[src/rtl/sub32_pipe.sv]
// Two-stage pipelined subtractor {bout, diff} = A - B - bin with valid/ready on both sides.
// Stage 1 resolves the low half and its borrow; stage 2 carry-selects the high half and forms flags.
module sub32_pipe #(
  parameter int WIDTH = 32
) (
  input  logic             clk,
  input  logic             rst_n,
  input  logic             in_valid,
  output logic             in_ready,
  input  logic [WIDTH-1:0] A,
  input  logic [WIDTH-1:0] B,
  input  logic             bin,
  output logic             out_valid,
  input  logic             out_ready,
  output logic [WIDTH-1:0] diff,
  output logic             bout,
  output logic             ovf,
  output logic             zero,
  output logic             neg
);

  localparam int LO_W = WIDTH / 2;
  localparam int HI_W = WIDTH - LO_W;

  logic            s1_valid_r;
  logic [LO_W-1:0] d_lo_r;
  logic            b_lo_r;
  logic [HI_W-1:0] a_hi_r;
  logic [HI_W-1:0] b_hi_r;
  logic            a_msb_r;
  logic            b_msb_r;

  logic             s2_valid_r;
  logic [WIDTH-1:0] diff_r;
  logic             bout_r;
  logic             ovf_r;
  logic             zero_r;
  logic             neg_r;

  logic             s2_adv_s;
  logic             s1_adv_s;
  logic [LO_W:0]    lo_s;
  logic [HI_W:0]    hi0_s;
  logic [HI_W:0]    hi1_s;
  logic [HI_W:0]    hi_sel_s;
  logic [WIDTH-1:0] diff_s;
  logic             ovf_s;
  logic             zero_s;

  // Advance control and stage-1 low-half subtraction (borrow lands in the extra MSB).
  always_comb begin
    s2_adv_s = !s2_valid_r || out_ready;
    s1_adv_s = !s1_valid_r || s2_adv_s;
    lo_s     = {1'b0, A[LO_W-1:0]} - {1'b0, B[LO_W-1:0]} - {{LO_W{1'b0}}, bin};
  end

  // Stage-2 high half: both borrow-in cases precomputed, low borrow picks one.
  always_comb begin
    hi0_s = {1'b0, a_hi_r} - {1'b0, b_hi_r};
    hi1_s = {1'b0, a_hi_r} - {1'b0, b_hi_r} - {{HI_W{1'b0}}, 1'b1};
    if (b_lo_r) begin
      hi_sel_s = hi1_s;
    end else begin
      hi_sel_s = hi0_s;
    end
    diff_s = {hi_sel_s[HI_W-1:0], d_lo_r};
    ovf_s  = (a_msb_r != b_msb_r) && (diff_s[WIDTH-1] != a_msb_r);
    zero_s = (diff_s == {WIDTH{1'b0}});
  end

  // Stage-1 register: captures operands on accept, drains when the next stage takes its content.
  always_ff @(posedge clk or negedge rst_n) begin
    if (!rst_n) begin
      s1_valid_r <= 1'b0;
      d_lo_r     <= {LO_W{1'b0}};
      b_lo_r     <= 1'b0;
      a_hi_r     <= {HI_W{1'b0}};
      b_hi_r     <= {HI_W{1'b0}};
      a_msb_r    <= 1'b0;
      b_msb_r    <= 1'b0;
    end else if (s1_adv_s) begin
      s1_valid_r <= in_valid;
      if (in_valid) begin
        d_lo_r  <= lo_s[LO_W-1:0];
        b_lo_r  <= lo_s[LO_W];
        a_hi_r  <= A[WIDTH-1:LO_W];
        b_hi_r  <= B[WIDTH-1:LO_W];
        a_msb_r <= A[WIDTH-1];
        b_msb_r <= B[WIDTH-1];
      end
    end
  end

  // Stage-2 / output register: result and flags only change when the sink can take them.
  always_ff @(posedge clk or negedge rst_n) begin
    if (!rst_n) begin
      s2_valid_r <= 1'b0;
      diff_r     <= {WIDTH{1'b0}};
      bout_r     <= 1'b0;
      ovf_r      <= 1'b0;
      zero_r     <= 1'b0;
      neg_r      <= 1'b0;
    end else if (s2_adv_s) begin
      s2_valid_r <= s1_valid_r;
      if (s1_valid_r) begin
        diff_r <= diff_s;
        bout_r <= hi_sel_s[HI_W];
        ovf_r  <= ovf_s;
        zero_r <= zero_s;
        neg_r  <= diff_s[WIDTH-1];
      end
    end
  end

  assign in_ready  = s1_adv_s;
  assign out_valid = s2_valid_r;
  assign diff      = diff_r;
  assign bout      = bout_r;
  assign ovf       = ovf_r;
  assign zero      = zero_r;
  assign neg       = neg_r;

endmodule

[config.mk]
export PLATFORM = sky130hd
export DESIGN_NAME = sub32_pipe
export DESIGN_NICKNAME = d
export VERILOG_FILES = /design/src/rtl/sub32_pipe.sv
export SDC_FILE = /design/constraint.sdc
export NUM_CORES = 1
export LEC_CHECK = 0
export CAP_MARGIN = 40
export CORE_ASPECT_RATIO = 1.75
export CORE_MARGIN = 10
export CORE_UTILIZATION = 53
export DETAILED_ROUTE_END_ITERATION = 10
export PLACE_DENSITY = 0.83
export SKIP_LAST_GASP = 1
export SLEW_MARGIN = 15
export SYNTH_ARGS = -nofsm -noshare
export SYNTH_HDL_FRONTEND = slang
export SYNTH_SLANG_ARGS = --single-unit
[constraint.sdc]
create_clock -name clk -period 3.9 [get_ports clk]
set_input_delay 0.585 -clock clk [delete_from_list [all_inputs] [get_ports clk]]
set_output_delay 0.585 -clock clk [all_outputs]
set_load 0.02 [all_outputs]
==> results.ini <==
[run_status]
status = finished clean

[detailed_routing]
antenna_left = 0
vias = 4828
wl_per_cell_um = 16.3
drc_errors = 0
routed_wl_mm = 14.2
firstDrtPassIters = 4
vias_per_cell = 5.53
drt_iter0_drc = 196

[synthesis]
synth_top_area_cell = dfrtp_1
ys_top_cells_by_area = dfrtp_1, ha_1, nand2_1, inv_1, o21ai_0
async_flop_share_pct = 100
yosys.area.top_type_share_pct = 38.1
synth-main-ff-cell = dfrtp_1
ys_ff_latch = 86
syn_nets = 761
synthesis.area_mm2 = 0.00564
ys.warnings.count = 0
ys_seq_area_share_pct = 38.1
synth_edf_count = 0
synth_cells = 642
synthDistinctLibCells = 66
synth_area_per_cell_um2 = 8.79

[die]
core_area_mm2 = 0.0104
start_util_pct = 54.4
row_count = 49
die_area_mm2 = 0.0153
die_x_um = 98.0
chipHeight_um = 156
num_io_pins = 107

[global_route]
grt_first_pass_wirelength_mm = 23.2
grt_pass1_vias = 5073
use_met2_pct = 37.4
grt_busiest_layer = met2
grt_max_degree = 53
antenna_found_initial = 0
grt_usage_pct = 18.4
use_met3_pct = 4.72
grt.overflow.total = 0
use_met1_pct = 16.1

[place]
portBuffers = 106
dp_worst_setup_slack_ns = 0.0504
hpwl_mm = 11.2
place_congestion = 0.887

[critical_path]
endpoint_kind = register
cpMostUsedCell = inv_1
crit_required_ns = 4.15
cp_cell_sequence = inv_1, ha_1, inv_1, fa_1, a211oi_1, o21ai_1, a21o_2, a2111oi_4, nor3_2, or3b_4, nor4b_4, xnor3_1, o31ai_2
worst_setup_path_start_kind = register
critPathKind = reg2reg
crit_arrival_ns = 3.85
slowest_delay_ns = 0.42
crit_fanout = 5
worst_path_max_delay_cell = fa_1

[min_path]
hp-class = in2async

[finish]
fin_util_pct = 68.5
seq_area_mm2 = 0.00215
multi_input_comb_area_mm2 = 0.00311
area_growth_pct = 25.9
layout-drive-gt1-share_pct = 7.51
final_nets = 860
diodes = 0
fill_cells = 838

[clocking]
htreeDepth = 3
clkLatencyLatePin_ns = 0.35
ctsResizeCount = 0
cts_buffers = 9
post_cts_buffers = 0
cts_root_buf = clkbuf_16
cts_tree = built
clk_pin_slew_ns = 0.06
clockBufferDepth = 2
cts.sinks = 86
ctsHoldBuffers = 0

[timing]
min_period_ns = 3.59
fmax_mhz = 278
worst_slack_ns = 0.305
timing.slew.headroom_pct = 54.8
worst_pin_slew_ns = 0.673
finalSetupViolations = 0
final_max_slew_viol_count = 0
finalClockSkew_ns = 0.00854
timing.setup.tns_ns = 0
rsz0062_at_grt = false
hold_viol = 0
hold_ws_ns = 0.257
period_share_pct = 92.2

[flow_run]
drv_cap = 0

[power_and_ir_drop]
power.density_mw_per_mm2 = 560
ir_drop_mv = 0.315
leakage_nw = 3.29

## path summary, 6_finish.rpt
| kind | from | endpoint | slack [ns] | depth (start not counted) |
|---|---|---|---|---|
| worst min-delay path | rst_n | diff[29] | 0.26 | 1 |
| worst max register to register | a_hi_r[0] | ovf | 0.31 | 13 |
| max in group asynchronous | rst_n | a_hi_r[0] | 3.01 | 2 |
| min in group clk | diff[28] | diff[28] | 0.48 | 2 |
| worst max-delay path | a_hi_r[0] | ovf | 0.31 | 13 |
| worst min register to register | diff[28] | diff[28] | 0.48 | 2 |
## cell type report
type / instances / area share [%]
Sequential cell: 86 / 30.3
Inverter: 74 / 3.91
Timing Repair Buffer: 112 / 15.7
Clock inverter: 5 / 0.476
Multi-Input combinational cell: 458 / 43.8
Tap cell: 127 / 2.24
Clock buffer: 11 / 3.56
## logic make-up after synthesis
| kind of cell | Yosys count | share of synthesized area (%) |
|---|---|---|
| compound gates | 135 | 15.4 |
| simple gates | 219 | 18.7 |
| fa+ha+maj | 50 | 11.5 |
| buf+inv | 98 | 6.85 |
| flops | 86 | 38.1 |
| xor+xnor | 35 | 5.68 |
| mux | 19 | 3.75 |
## Yosys cell counts, types with 3 or more instances
cell	number
buf_4	3
nand3b_1	3
nand3_1	9
mux2_2	17
ha_1	47
or4_1	3
a31oi_1	3
xnor2_1	23
and3_1	4
o21bai_1	3
o21ai_0	54
nor2_1	29
fa_1	3
xor2_1	11
a21oi_1	16
nor3_1	11
nor3b_1	5
o21ai_1	8
o22ai_1	3
nor4_1	7
a21o_1	8
clkbuf_1	19
dfrtp_1	86
and2_1	3
inv_1	74
a211oi_1	6
o21a_1	5
nand2_1	114
o31ai_1	5
nand2b_1	12
## power by group
| group | switching [mW] | total, mW | internal, mW |
|---|---|---|---|
| combinational | 1.02 | 1.87 | 0.849 |
| sequential | 0.152 | 1.29 | 1.14 |
| clock | 0.359 | 0.824 | 0.465 |
| total | 1.53 | 3.98 | 2.45 |
## placed cells by master, fill, tap and decap left out, types with 4 or more instances in the layout
| master | Yosys | layout |
|---|---|---|
| a21oi_1 | 16 | 16 |
| nor3_1 | 11 | 10 |
| ha_1 | 47 | 47 |
| a21o_1 | 8 | 8 |
| nor2_1 | 29 | 29 |
| o31ai_1 | 5 | 5 |
| nand3_1 | 9 | 9 |
| nor4_1 | 7 | 7 |
| dfrtp_1 | 86 | 86 |
| nand2_1 | 114 | 113 |
| o21ai_0 | 54 | 54 |
| nand2b_1 | 12 | 12 |
| o21a_1 | 5 | 5 |
| mux2_2 | 17 | 17 |
| buf_4 | 3 | 6 |
| nor3b_1 | 5 | 5 |
| xor2_1 | 11 | 11 |
| xnor2_1 | 23 | 23 |
| and3_1 | 4 | 4 |
| o21ai_1 | 8 | 8 |
| inv_1 | 74 | 74 |
| clkdlybuf4s50_1 | 0 | 105 |
| a211oi_1 | 6 | 6 |
| clkbuf_16 | 0 | 9 |
## critical path, delay by kind of cell, from the launching register on
kind	cells	cell delay, ns
compound gates	5	1.31
xor+xnor	1	0.28
fa+ha+maj	2	0.58
buf+inv	2	0.13
flops	1	0.36
simple gates	3	0.84
## flip-flops by register name, indices dropped and copies added (netlist names)
register and cells:
bout 1, b_lo_r 1, ovf 1, zero 1, b_hi_r 16, diff 32, a_hi_r 16, d_lo_r 16
out_valid 1, s1_valid_r 1
## metal layers
metal,part of all wire [%],vias to the layer above
met2,59,97
met3,4.0,23
met5,0,-
met4,2.1,0
li1,-,2373
met1,35,2335
## per-stage QoR
stage	instance area, um2	std cells	total power [mW]
finish	7100	873	3.98
global route	7100	873	4.22
CTS	7100	873	4.00
detailed placement	6810	857	3.17
global placement	6790	856	3.10
floorplan	5640	642	2.46
Note: power is estimated with default switching activity, not from simulation.
==> edit: new RTL, config.mk and constraints unchanged <==
`WIDTH`: 32 -> 64.
--- a/src/rtl/sub32_pipe.sv
+++ b/src/rtl/sub32_pipe.sv
@@ -3,3 +3,3 @@
 module sub32_pipe #(
-  parameter int WIDTH = 32
+  parameter int WIDTH = 64
 ) (
Ports: changed (resized A, B and diff); port bits go from 107 to 203. No check against the original RTL was run, so the function may have changed too.
==> edit against the unedited design <==
  * The run now ends with negative setup slack left
  * Die area increased by 87%
  * Total power increased by 140%
  * Global-route usage increased by 5.6 points
  * Utilization increased by 5.3 points
  * Wire length increased by 140%
  * Worst hold slack got worse by 0.15 ns
  * Cell area increased by 130%
  * Setup slack got worse by 0.52 ns
  * Sequential cell count increased by 80
  * Synthesized area increased by 110%
==> edit: results (changes against the unedited design) <==
GRT
  • Met1 Use GR: 0.2313 (+0.07038)
  • Vias in the first global route: 11410 (+120%)
  • All-layer global routing usage: 0.2398 (+0.05608)
  • Top Usage Layer GRT: met2
  • M2 GR Usage: 0.4663 (+0.09253)
  • First-pass GRT wire length: 56.28 mm (+140%)
  • GR Util met3: 0.05005 (+0.002868)
  • Largest net degree at the start of global routing: 77 (+45%)

Worst hold path
  • Worst hold path class: in2async

Setup path
  • Register-to-Register Path Depth: 18 (+5)
  • Reg-to-Reg End: diff[62]
  • CP arrival: 4.43 ns (+0.58 ns)
  • Worst path max stage delay: 0.59 ns (+0.17 ns)
  • Slowest cell on crit path: or4_4

Detailed routing
  • WL/cell: 17.99 um (+10%)
  • Metal3 WL: 1.670 mm (+190%)
  • Met2 WL: 19.15 mm (+130%)
  • DR pass1 iterations: 7 (+3)
  • Vias per cell: 5.596 (+1.2%)
  • Starting DRT DRC Count: 488 (+150%)
  • DRT met1 WL: 12.24 mm (+150%)

Power and ir drop
  • P_sw: 3958 uW (+160%)
  • P_leak: 0.007515 uW (+130%)
  • Maximum vdd drop: 0.0003782 V (+20%)
  • Combinational Power Share: 0.570 (+0.101)
  • Clock share of power: 0.169 (-0.038)

Clock tree
  • Clk Latency, worst-skew pair: 0.44 ns (+0.09 ns)
  • H-tree lvl count: 4 (+1)
  • Num CTS Buffers: 17 (+8)

STA
  • Endpoints failing setup: 6 (+6)
  • Slack of the critical path: -0.2106 ns (-0.5161 ns)
  • Worst Skew: 0.005289 ns (-0.003247 ns)
  • Setup TNS: -0.6746 ns (-0.6746 ns)
  • Rel. slew slack: 0.6345 (+0.08629)

Synth
  • Synthesized Nets: 1508 (+98%)
  • Top cells by count, synth: dfrtp_1 (166), inv_1 (148), nand2_1 (111), mux2_2 (102), ha_1 (95)
  • Register area share after synthesis: 0.3541 (-0.02736)
  • Unique masters post-synth: 80 (+21%)
  • Top post-synthesis cells by area: dfrtp_1 (35%), ha_1 (10%), mux2_2 (9.8%)

Cells and area
  • Number of nets in the layout: 1857 (+120%)
  • Fill cells: 1636 (+95%)
  • Layout cells sized above 1: 0.2369 (+0.1618)
  • Number of flip-flops in the largest register: 64 (+100%)

Outcome
  • Failing checks: negative setup slack
  • Outcome: complete, but fails checks

Place
  • Final HPWL DP: 27.77 mm (+150%)
  • Gp weighted congestion: 0.9754 (+10%)
  • IO Port Bufs: 202 (+91%)
==> edit: through the flow <==
step	setup slack (ns)	cells	cell area, um2	power, uW	hold slack, ns
after floorplan	0.003908	1277	11760	5379	0.2894
after global placement	-0.2067	1888	15210	7563	0.4577
after detailed placement	-0.3322	1888	15210	7685	0.4693
after CTS	-0.05604	1926	15990	9517	0.1213
after global routing	-0.3691	1934	16240	10320	0.1453
final	-0.2106	1934	16240	9734	0.1097
==> edit: kinds of logic after synthesis <==
kind of cell | share of synthesized area
buffers and inverters | 0.06495
muxes | 0.1022
xor gates and xnor gates | 0.05663
DFF | 0.3541
AOI/OAI and AO/OA | 0.1749
adders and majority gates | 0.1064
and+or+nand+nor | 0.1408
==> edit: worst max-delay path, delay by kind of cell, from the launching register on <==
family / cells / cell delay [ns]
AOI/OAI and AO/OA: 7 / 1.40
and+or+nand+nor: 4 / 1.19
DFF: 1 / 0.41
adders and majority gates: 2 / 0.50
buffers and inverters: 5 / 0.50
==> edit: final cells by class <==
cell class,instances,area (um2),area share
multi-input combinational,914,7208,0.4438
sequential,166,4154,0.2558
timing repair buffer,379,3388,0.2086
inverter,148,555.5,0.03421
clock buffer,20,446.7,0.02750
tap,296,370.4,0.02280
clock inverter,11,117.6,0.007242
==> edit: worst min path at each step <==
| stage | to |
|---|---|
| 4_1_cts | diff[59] |
| 6_report | diff[59] |
| 2_1_floorplan | a_hi_r[0] |
| 5_1_grt | diff[59] |
| 3_5_place_dp | diff[52] |
| 3_3_place_gp | zero |
==> edit: timing repair <==
item                                    in CTS  in global routing
endpoints found under the setup margin       8                 20
gates resized for setup                     33                 46
pin swaps                                   21                 23
endpoints found under the hold margin        0                  0
setup buffers                                7                 10
